--- config.mk ---
export PLATFORM = sky130hd
export DESIGN_NAME = up_dwn_cnt_param_flat
export DESIGN_NICKNAME = d
export VERILOG_FILES = /design/src/rtl/up_dwn_cnt_param_if.sv /design/src/rtl/up_dwn_cnt_param.sv /design/src/flat_wrapper.sv
export SDC_FILE = /design/constraint.sdc
export NUM_CORES = 1
export LEC_CHECK = 0
export ABC_CLOCK_PERIOD_IN_PS = 4500
export CAP_MARGIN = 0
export CORE_UTILIZATION = 35
export CTS_CLUSTER_SIZE = 24
export DETAILED_ROUTE_END_ITERATION = 12
export HOLD_SLACK_MARGIN = 0.03
export PLACE_DENSITY = 0.71
export SLEW_MARGIN = 20
export SYNTH_ARGS = -nofsm -noshare
export SYNTH_HDL_FRONTEND = slang
export SYNTH_SLANG_ARGS = --single-unit
--- constraint.sdc ---
create_clock -name clk -period 4.5 [get_ports clk]
set_input_delay 0.9 -clock clk [delete_from_list [all_inputs] [get_ports clk]]
set_output_delay 0.9 -clock clk [all_outputs]
set_load 0.05 [all_outputs]
--- src/rtl/up_dwn_cnt_param_if.sv ---
// Port bundle for up_dwn_cnt_param: command strobes in from the pushbutton
// logic, count and limit status out to the setting registers.
interface up_dwn_cnt_param_if #(
    parameter int WIDTH = 8
);
    // clr/ld/en are per-cycle strobes sampled on every rising clk edge;
    // there is no backpressure, so every asserted strobe is acted on.
    logic             clr;
    logic             ld;
    logic [WIDTH-1:0] ld_val;
    logic             en;
    logic             dwn;
    logic [WIDTH-1:0] cnt;
    logic             dir;
    logic             at_max;
    logic             at_min;
    logic             lim_p;
    logic [15:0]      lim_cnt;

    modport master (
        output clr, ld, ld_val, en, dwn,
        input  cnt, dir, at_max, at_min, lim_p, lim_cnt
    );

    modport slave (
        input  clr, ld, ld_val, en, dwn,
        output cnt, dir, at_max, at_min, lim_p, lim_cnt
    );
endinterface

--- src/rtl/up_dwn_cnt_param.sv ---
// Parametrised up/down counter with wrap/saturate/bounce limit modes.
// Define UDC_LIM_CNT_EN to build the saturating 16-bit limit-event counter.
module up_dwn_cnt_param #(
    parameter int WIDTH   = 8,
    parameter int MIN_VAL = 0,
    parameter int MAX_VAL = (1 << WIDTH) - 1,
    parameter int MODE    = 0,
    parameter int STEP    = 1
) (
    input logic              clk,
    input logic              rst_n,
    up_dwn_cnt_param_if.slave bus
);

    // Two guard bits: one for the carry of cnt+STEP, one for the sign of cnt-STEP.
    localparam int SW = WIDTH + 2;

    localparam logic signed [SW-1:0] L_MIN   = SW'(MIN_VAL);
    localparam logic signed [SW-1:0] L_MAX   = SW'(MAX_VAL);
    localparam logic signed [SW-1:0] L_STEP  = SW'(STEP);
    localparam logic signed [SW-1:0] L_ONE   = SW'(1);
    localparam logic [WIDTH-1:0]     L_MIN_W = WIDTH'(MIN_VAL);
    localparam logic [WIDTH-1:0]     L_MAX_W = WIDTH'(MAX_VAL);

    logic [WIDTH-1:0]      r_cnt;
    logic                  r_dir;
    logic                  r_lim_p;

    logic signed [SW-1:0]  w_cnt_s;
    logic signed [SW-1:0]  w_ldv_s;
    logic signed [SW-1:0]  w_cand;
    logic                  w_down;
    logic                  w_over;
    logic                  w_under;
    logic [WIDTH-1:0]      w_ld_clamp;
    logic [WIDTH-1:0]      w_step_val;
    logic                  w_step_dir;
    logic                  w_step_lim;
    logic [WIDTH-1:0]      w_cnt_nxt;
    logic                  w_dir_nxt;
    logic                  w_lim_nxt;

    assign w_cnt_s = $signed({2'b00, r_cnt});
    assign w_ldv_s = $signed({2'b00, bus.ld_val});

    // Only bounce mode steers itself; the other modes follow the dwn input.
    assign w_down  = (MODE == 2) ? r_dir : bus.dwn;
    assign w_cand  = w_down ? (w_cnt_s - L_STEP) : (w_cnt_s + L_STEP);
    assign w_over  = (w_cand > L_MAX);
    assign w_under = (w_cand < L_MIN);

    always_comb begin
        w_ld_clamp = bus.ld_val;
        if (w_ldv_s < L_MIN) begin
            w_ld_clamp = L_MIN_W;
        end else if (w_ldv_s > L_MAX) begin
            w_ld_clamp = L_MAX_W;
        end
    end

    // Result of one enabled step, including the mode's bound rule.
    always_comb begin
        w_step_val = WIDTH'(w_cand);
        w_step_dir = r_dir;
        w_step_lim = 1'b0;
        if (w_over || w_under) begin
            w_step_lim = 1'b1;
            if (MODE == 0) begin
                if (w_over) begin
                    w_step_val = WIDTH'(L_MIN + (w_cand - L_MAX - L_ONE));
                end else begin
                    w_step_val = WIDTH'(L_MAX - (L_MIN - w_cand - L_ONE));
                end
            end else begin
                w_step_val = w_over ? L_MAX_W : L_MIN_W;
                if (MODE == 2) begin
                    // Park on the bound just crossed and head back into range.
                    w_step_dir = w_over;
                end
            end
        end
    end

    always_comb begin
        w_cnt_nxt = r_cnt;
        w_dir_nxt = r_dir;
        w_lim_nxt = 1'b0;
        if (bus.clr) begin
            w_cnt_nxt = L_MIN_W;
            w_dir_nxt = 1'b0;
        end else if (bus.ld) begin
            w_cnt_nxt = w_ld_clamp;
        end else if (bus.en) begin
            w_cnt_nxt = w_step_val;
            w_dir_nxt = w_step_dir;
            w_lim_nxt = w_step_lim;
        end
    end

    always_ff @(posedge clk or negedge rst_n) begin
        if (!rst_n) begin
            r_cnt   <= L_MIN_W;
            r_dir   <= 1'b0;
            r_lim_p <= 1'b0;
        end else begin
            r_cnt   <= w_cnt_nxt;
            r_dir   <= w_dir_nxt;
            r_lim_p <= w_lim_nxt;
        end
    end

    assign bus.cnt    = r_cnt;
    assign bus.dir    = (MODE == 2) ? r_dir : bus.dwn;
    assign bus.at_max = (r_cnt == L_MAX_W);
    assign bus.at_min = (r_cnt == L_MIN_W);
    assign bus.lim_p  = r_lim_p;

`ifdef UDC_LIM_CNT_EN
    logic [15:0] r_lim_cnt;

    // Counts on the same edge that raises lim_p, so it tracks pulses seen so far.
    always_ff @(posedge clk or negedge rst_n) begin
        if (!rst_n) begin
            r_lim_cnt <= 16'h0000;
        end else if (bus.clr) begin
            r_lim_cnt <= 16'h0000;
        end else if (w_lim_nxt && (r_lim_cnt != 16'hFFFF)) begin
            r_lim_cnt <= r_lim_cnt + 16'h0001;
        end
    end

    assign bus.lim_cnt = r_lim_cnt;
`else
    assign bus.lim_cnt = 16'h0000;
`endif

endmodule

--- src/flat_wrapper.sv ---
// flat-port wrapper written by rule: the top's interface ports become plain ports
module up_dwn_cnt_param_flat 
#(
    parameter int WIDTH   = 8,
    parameter int MIN_VAL = 0,
    parameter int MAX_VAL = (1 << WIDTH) - 1,
    parameter int MODE    = 0,
    parameter int STEP    = 1
)
  (clk, rst_n, bus_clr, bus_ld, bus_ld_val, bus_en, bus_dwn, bus_cnt, bus_dir, bus_at_max, bus_at_min, bus_lim_p, bus_lim_cnt);
  up_dwn_cnt_param_if #(.WIDTH(WIDTH)) bus_i ();
  input logic clk;
  input logic rst_n;
  input wire logic [$bits(bus_i.clr)-1:0] bus_clr;
  input wire logic [$bits(bus_i.ld)-1:0] bus_ld;
  input wire logic [$bits(bus_i.ld_val)-1:0] bus_ld_val;
  input wire logic [$bits(bus_i.en)-1:0] bus_en;
  input wire logic [$bits(bus_i.dwn)-1:0] bus_dwn;
  output wire logic [$bits(bus_i.cnt)-1:0] bus_cnt;
  output wire logic [$bits(bus_i.dir)-1:0] bus_dir;
  output wire logic [$bits(bus_i.at_max)-1:0] bus_at_max;
  output wire logic [$bits(bus_i.at_min)-1:0] bus_at_min;
  output wire logic [$bits(bus_i.lim_p)-1:0] bus_lim_p;
  output wire logic [$bits(bus_i.lim_cnt)-1:0] bus_lim_cnt;
  assign bus_i.clr = bus_clr;
  assign bus_i.ld = bus_ld;
  assign bus_i.ld_val = bus_ld_val;
  assign bus_i.en = bus_en;
  assign bus_i.dwn = bus_dwn;
  assign bus_cnt = bus_i.cnt;
  assign bus_dir = bus_i.dir;
  assign bus_at_max = bus_i.at_max;
  assign bus_at_min = bus_i.at_min;
  assign bus_lim_p = bus_i.lim_p;
  assign bus_lim_cnt = bus_i.lim_cnt;
  up_dwn_cnt_param #(.WIDTH(WIDTH), .MIN_VAL(MIN_VAL), .MAX_VAL(MAX_VAL), .MODE(MODE), .STEP(STEP)) u_core (.clk(clk), .rst_n(rst_n), .bus(bus_i));
endmodule
Word-level counts from Yosys, hierarchy flattened. Index checks and enable logic that the tools add are counted. Widths: inputs -> output; s select.

Add/subtract/negate cells: 7. Multipliers: 0. Div/mod/pow operators: 0. $lt $le $gt $ge: 4. Equal/unequal tests: 1. Shift-type cells: 0. Mux-type cells: 12. Bitwise operators: 0. Reduce and logical (&&, ||, !) cells: 3.

Operator list (count): $mux 8 (7); $sub 1x8->8 const A (2); $sub 8x2->8 const B (2); $gt 10x9->1 const B (1); $lt 10x1->1 const B (1); $mux 10 (1); $add 8x1->9 const B (1); $sub 8x1->9 const B (1); $eq 8x8->1 const B (1); $gt 8x8->1 const B (1); $logic_not 8->1 (1); $lt 8x1->1 const B (1); $sub 8x1->8 const B (1); $mux 1 (4); $reduce_bool 3->1 (1); $logic_or 1x1->1 (1).

Register bits after elaboration: 9. Bits in latches: 0. Bits in writable memories: 0. Bits in read-only memories: 0. Input port bits: 14. Logic and storage cells: 29. Memories: 0.

Longest topological paths before layout.
Depth in word-level cells: 10. Gate-level depth with buffers: 7. Mapped depth without buffers: 7.

Worst setup path before layout. OpenSTA, ideal clock, no wires.

Path kind: register to output. Start point: reg u_core.r_cnt[0] (netlist: u_core.bus.cnt[0]). End point: out bus_at_max. Arrival: 1.731 ns. Required time: 3.600 ns. Slack: 1.869 ns. Stages on the path, launching flop included: 4. Cell sequence: dfrtp_1 -> ha_1 -> nand3_1 -> nor2_1.

Longest elaborated chain between the ends: 1.

Ends and longest elaborated chain: start: declaration (line up_dwn_cnt_param.sv:25) `logic [WIDTH-1:0] r_cnt;`; start signal: assignment (line up_dwn_cnt_param.sv:106) `r_cnt <= w_cnt_nxt;`; $eq 8x8->1 (line up_dwn_cnt_param.sv:114) `assign bus.at_max = (r_cnt == L_MAX_W);`; end: declaration (line flat_wrapper.sv:21) `output wire logic [$bits(bus_i.at_max)-1:0] bus_at_max;`.

No other way between the ends.

Worst setup path in the final report.
Start point: in bus_dwn. End point: out bus_dir.

RTL lines: start: declaration (line flat_wrapper.sv:18) `input wire logic [$bits(bus_i.dwn)-1:0] bus_dwn;`; end: declaration (line flat_wrapper.sv:20) `output wire logic [$bits(bus_i.dir)-1:0] bus_dir;`.

No word-level cell between the ends.

==> metrics.txt <==
status=finished clean; synthesized cell area=843.3 sq um; hold slack=718.5 ps; Yosys top cell area share=0.2671; # fillers=226; Post-CTS Setup Inserts=0; # resized after CTS=0; placed inst area=1016 sq um; CP delay by family, top=buffers and inverters; Antenna diodes=0; CTS tree=done; NumNets Final=136; root buffer cell=clkbuf_4; Worst Tran Pin Value=506.4 ps; IO Count=42; antenna violations before repair=0; Die Height=51.09 um; DR top layer=met4; Vias/cell=4.719; Setup crit start kind=primary input; TritonCTS buffer count=3; total track usage=0.1360; GR Overflow Total=0; xor/xnor cell area share of the yosys netlist=0.08309; hold_buf cts=0; post-synthesis sequential area ratio=0.2671; # DRC=0; cell row count=17; TNS Setup=0 ps; achievable clock frequency=305.0 MHz; layout cell share with drive strength beyond 1=0.09322; Hold Vio Cnt, Final=0; cell mode on critical path=clkdlybuf4s50_1; Rel. slew slack=0.6614; max-slew violation count=0; Compound-Gate Fraction of Synth Area=0.09792; slowest CP cell=clkdlybuf4s50_1; final worst-path cycle share=0.7287; WP data arrival=2380 ps; number of distinct library cells after synthesis=35; Setup WS pre-CTS=1222 ps; first-pass GRT wire length=2601 um; Max Cap Violations=0; Port Buf Inserts=25; Worst-Skew Late Latency=260 ps; mux contribution to synthesized area=0.04896; Final min period=3279 ps; clk sink count=9; gpl congestion=0.8115; synthesized area per cell=8.784 sq um; area leader, netlist=dfrtp_1; routed length on met3=64 um; Hold Path Class=flip-flop to flip-flop; clock tree buffer depth=2; WL met2=761 um; htree depth=1; Area Overhead vs Synth=23.59%; largest net degree at the start of global routing=13; peak per-stage delay on the critical path=860 ps; vias in the first global route=598; WP data required=3600 ps; Final Skew=4.452 ps; Final Setup Violations=0; largest family of logic cells by synthesized area=simple AND/OR/NAND/NOR gates; ranking of synthesized cells by area=dfrtp_1 (27%), buf_4 (17%), nor2_1 (5.3%); Initial Util=0.3776; Max Fanout on Critical Path=9; Core Footprint=2233 sq um; chip width=51.09 um; WP buf/inv=2; RSZ-0062 raised after global routing=false; crit path cell chain=clkdlybuf4s50_1 > clkdlybuf4s50_1; remaining antenna violation count=0; post-layout instance area=1042 sq um; hpwl dp=1227 um; First DRT Iteration DRCs=12; Reg clk slew, reported paths=60 ps; CP Capture Type=output port; total iterations of the first detailed-routing run=3; WL per Instance=10.71 um; critical setup path kind=primary input to output port; final core utilization=0.4667; vias=689; Worst Setup Slack, final=1221 ps; yosys warns=0; simple-gate share of the synthesized area=0.2404; final wirelength=1563 um; Synth Area in Adders=0.04451; Gate Count Post-Synth=96; leakage=0.0004432 uW; area of the die=2610 sq um; VDD IR max=0.0001020 V; #FFs+latches synth=9; PwrDens=272.2 nW/um^2; met1 wire length=694 um
[layer usage]
layer,track usage,vias to the layer above
met2,0.2215,26
met4,0.1111,0
met5,0,-
li1,-,342
met3,0.008929,4
met1,0.1630,317
[layout make-up]
type | count | area (sq um) | area share
inverter | 3 | 11.26 | 0.01080
clock buffer | 4 | 26.28 | 0.02521
timing repair buffer | 25 | 250.2 | 0.2401
sequential | 9 | 225.2 | 0.2161
multi-input combinational | 77 | 494.2 | 0.4742
tap | 28 | 35.03 | 0.03361
[layout by cell type (no fill, tap or decap), types with 2 or more instances in the layout]
cell             count
nand4_1              3
a21oi_1              4
clkdlybuf4s50_1     25
conb_1              16
and3_1               2
dfrtp_1              9
xor2_1               3
clkbuf_4             3
nand2_1              5
nor2_1              12
xnor2_1              5
ha_1                 3
a211oi_2             2
mux2i_1              3
o21ai_1              2
inv_1                2
[cell families after synthesis]
group | count (synthesis)
and+or+nand+nor | 34
buffers and inverters | 25
other | 1
DFF | 9
xor gates and xnor gates | 8
AOI/OAI and AO/OA | 12
muxes | 4
adders and majority gates | 3
[state kept, by name (all words and copies together) (netlist names)]
name              count
u_core.bus.lim_p      1
u_core.bus.cnt        8
[stage by stage]
step,power [uW],std cells
after CTS,288.1,146
after global routing,299.4,146
after global placement,222.0,142
after detailed placement,222.4,142
after floorplan,202.9,111
final,283.7,146
[cells in the mapped netlist (all sizes together)]
library cell,instances
a211oi,3
a21oi,4
a32oi,1
and2,1
and3,2
and4b,1
and4bb,1
buf,22
conb,1
dfrtp,9
ha,3
inv,3
mux2,1
mux2i,3
nand2,5
nand3,1
nand3b,1
nand4,3
nand4b,1
nor2,12
nor3,1
nor4,1
nor4b,1
o21ai,3
o22ai,1
or3,1
or3b,1
or4b,1
xnor2,5
xor2,3
[power breakdown]
group / leakage (uW) / switching (uW) / internal [uW] / total, uW
clock network: 0.0000150 / 28.3 / 34.2 / 62.5
registers: 0.000119 / 11.7 / 86.4 / 98.1
logic: 0.000310 / 81.0 / 42.1 / 123
total: 0.000443 / 121 / 163 / 284
[path summary, 6_finish.rpt]
path / startpoint / endpoint / slack (ps) / depth (start not counted)
min in group asynchronous: rst_n / u_core.bus.cnt[4] / 930 / 1
setup reg to reg: u_core.bus.cnt[0] / u_core.bus.cnt[6] / 2810 / 7
hold reg to reg: u_core.bus.cnt[7] / u_core.bus.cnt[7] / 720 / 2
setup / recovery: bus_dwn / bus_dir / 1220 / 2
max in group asynchronous: rst_n / u_core.bus.cnt[1] / 3280 / 1
hold / removal: u_core.bus.cnt[7] / u_core.bus.cnt[7] / 720 / 2
No activity file was read; power rests on OpenSTA's default activity.
==> patch, RTL diff (same flow settings) <==
`WIDTH` is set to 8 in 3 places; all go to 9.
--- a/src/rtl/up_dwn_cnt_param_if.sv
+++ b/src/rtl/up_dwn_cnt_param_if.sv
@@ -1,7 +1,7 @@
 // Port bundle for up_dwn_cnt_param: command strobes in from the pushbutton
 // logic, count and limit status out to the setting registers.
 interface up_dwn_cnt_param_if #(
-    parameter int WIDTH = 8
+    parameter int WIDTH = 9
 );
     // clr/ld/en are per-cycle strobes sampled on every rising clk edge;
     // there is no backpressure, so every asserted strobe is acted on.
--- a/src/rtl/up_dwn_cnt_param.sv
+++ b/src/rtl/up_dwn_cnt_param.sv
@@ -1,7 +1,7 @@
 // Parametrised up/down counter with wrap/saturate/bounce limit modes.
 // Define UDC_LIM_CNT_EN to build the saturating 16-bit limit-event counter.
 module up_dwn_cnt_param #(
-    parameter int WIDTH   = 8,
+    parameter int WIDTH   = 9,
     parameter int MIN_VAL = 0,
     parameter int MAX_VAL = (1 << WIDTH) - 1,
     parameter int MODE    = 0,
--- a/src/flat_wrapper.sv
+++ b/src/flat_wrapper.sv
@@ -1,7 +1,7 @@
 // flat-port wrapper written by rule: the top's interface ports become plain ports
 module up_dwn_cnt_param_flat 
 #(
-    parameter int WIDTH   = 8,
+    parameter int WIDTH   = 9,
     parameter int MIN_VAL = 0,
     parameter int MAX_VAL = (1 << WIDTH) - 1,
     parameter int MODE    = 0,
Ports: changed (resized bus_cnt and bus_ld_val); port bits go from 42 to 44. No check against the original RTL was run, so the function may have changed too.
==> patch against the original RTL <==
First-iteration DRC count rose by 33%; core utilization fell by 0.34 points; non-clock buffer count rose by 2; setup slack got worse by 170 ps; power rose by 8.6%; critical path depth did not move; combinational power rose by 8%; sequential cell count rose by 1; global-route usage rose by 1.1 points; routed wire length rose by 30%; final area rose by 12%; register-to-register slack got worse by 20 ps; fmax fell by 4.9%; synthesized area rose by 12%; critical endpoint unchanged.
==> patch: results (changes against the original RTL) <==
- DR iter-0 viols: 16 (was 12)
- Overall routing resource usage: 0.1470 (was 0.1360)
- Routed WL: 2026 µm (was 1563 µm)
- Comb pwr share: 0.431 (was 0.434)
- GR Util met2: 0.2675 (was 0.2215)
- Largest register FFs: 9 (was 8)
- Post-synthesis sequential area ratio: 0.2649 (was 0.2671)
- DP Area: 0.001146 mm² (was 0.001016 mm²)
- Rel. slew slack: 0.6549 (was 0.6614)
- WL per Instance: 12.43 µm (was 10.71 µm)
- Leakage power: 0.5101 nW (was 0.4432 nW)
- Wire length on met2: 959 µm (was 761 µm)
- Final Skew: 4.565 ps (was 4.452 ps)
- Switching share of power: 0.4399 (was 0.4267)
- Synth cell types: 36 (was 35)
- Gpl congestion: 0.8337 (was 0.8115)
- Mean Syn Cell Area: 8.434 µm² (was 8.784 µm²)
- First-pass detailed-route iteration total: 4 (was 3)
- HPWL after DPL: 1491 µm (was 1227 µm)
- WL met3: 155 µm (was 64 µm)
- Synth Area in Compound Gates: 0.1205 (was 0.09792)
- Dpl cells: 160 (was 142)
- Clock net power: 0.0000651 W (was 0.0000625 W)
- Commonest cells post-synth: buf_4, nor2_1, dfrtp_1 (was buf_4, nor2_1, dfrtp_1, nand2_1, xnor2_1)
- Drt via density: 5.135 (was 4.719)
- Largest net degree at the start of global routing: 16 (was 13)
- Status: completed (unchanged)
- Switching pwr: 0.0001355 W (was 0.0001211 W)
- GRT met3 Usage: 0.01695 (was 0.008929)
- Post-synthesis mux area share: 0.03444 (was 0.04896)
- Xor and xnor area share after synthesis: 0.06490 (was 0.08309)
- Worst Path Arrival: 2550 ps (was 2380 ps)
- Number of fill cells: 252 (was 226)
[patch: path summary, 6_finish.rpt]
check,to,start,slack (ps)
min in group asynchronous,u_core.bus.cnt[3],rst_n,960
worst max register to register,u_core.bus.cnt[8],u_core.bus.cnt[0],2790
worst min-delay path,u_core.bus.cnt[0],u_core.bus.cnt[0],700
worst min register to register,u_core.bus.cnt[0],u_core.bus.cnt[0],700
max in group asynchronous,u_core.bus.cnt[7],rst_n,3210
worst max-delay path,bus_dir,bus_dwn,1050
[patch: cell type report]
cell class | count | area (µm²) | share of cell area
sequential | 10 | 250.2 | 0.2141
clock buffer | 3 | 22.52 | 0.01927
inverter | 4 | 15.01 | 0.01285
tap | 30 | 37.54 | 0.03212
timing repair buffer | 27 | 270.3 | 0.2313
multi-input combinational | 89 | 573.1 | 0.4904
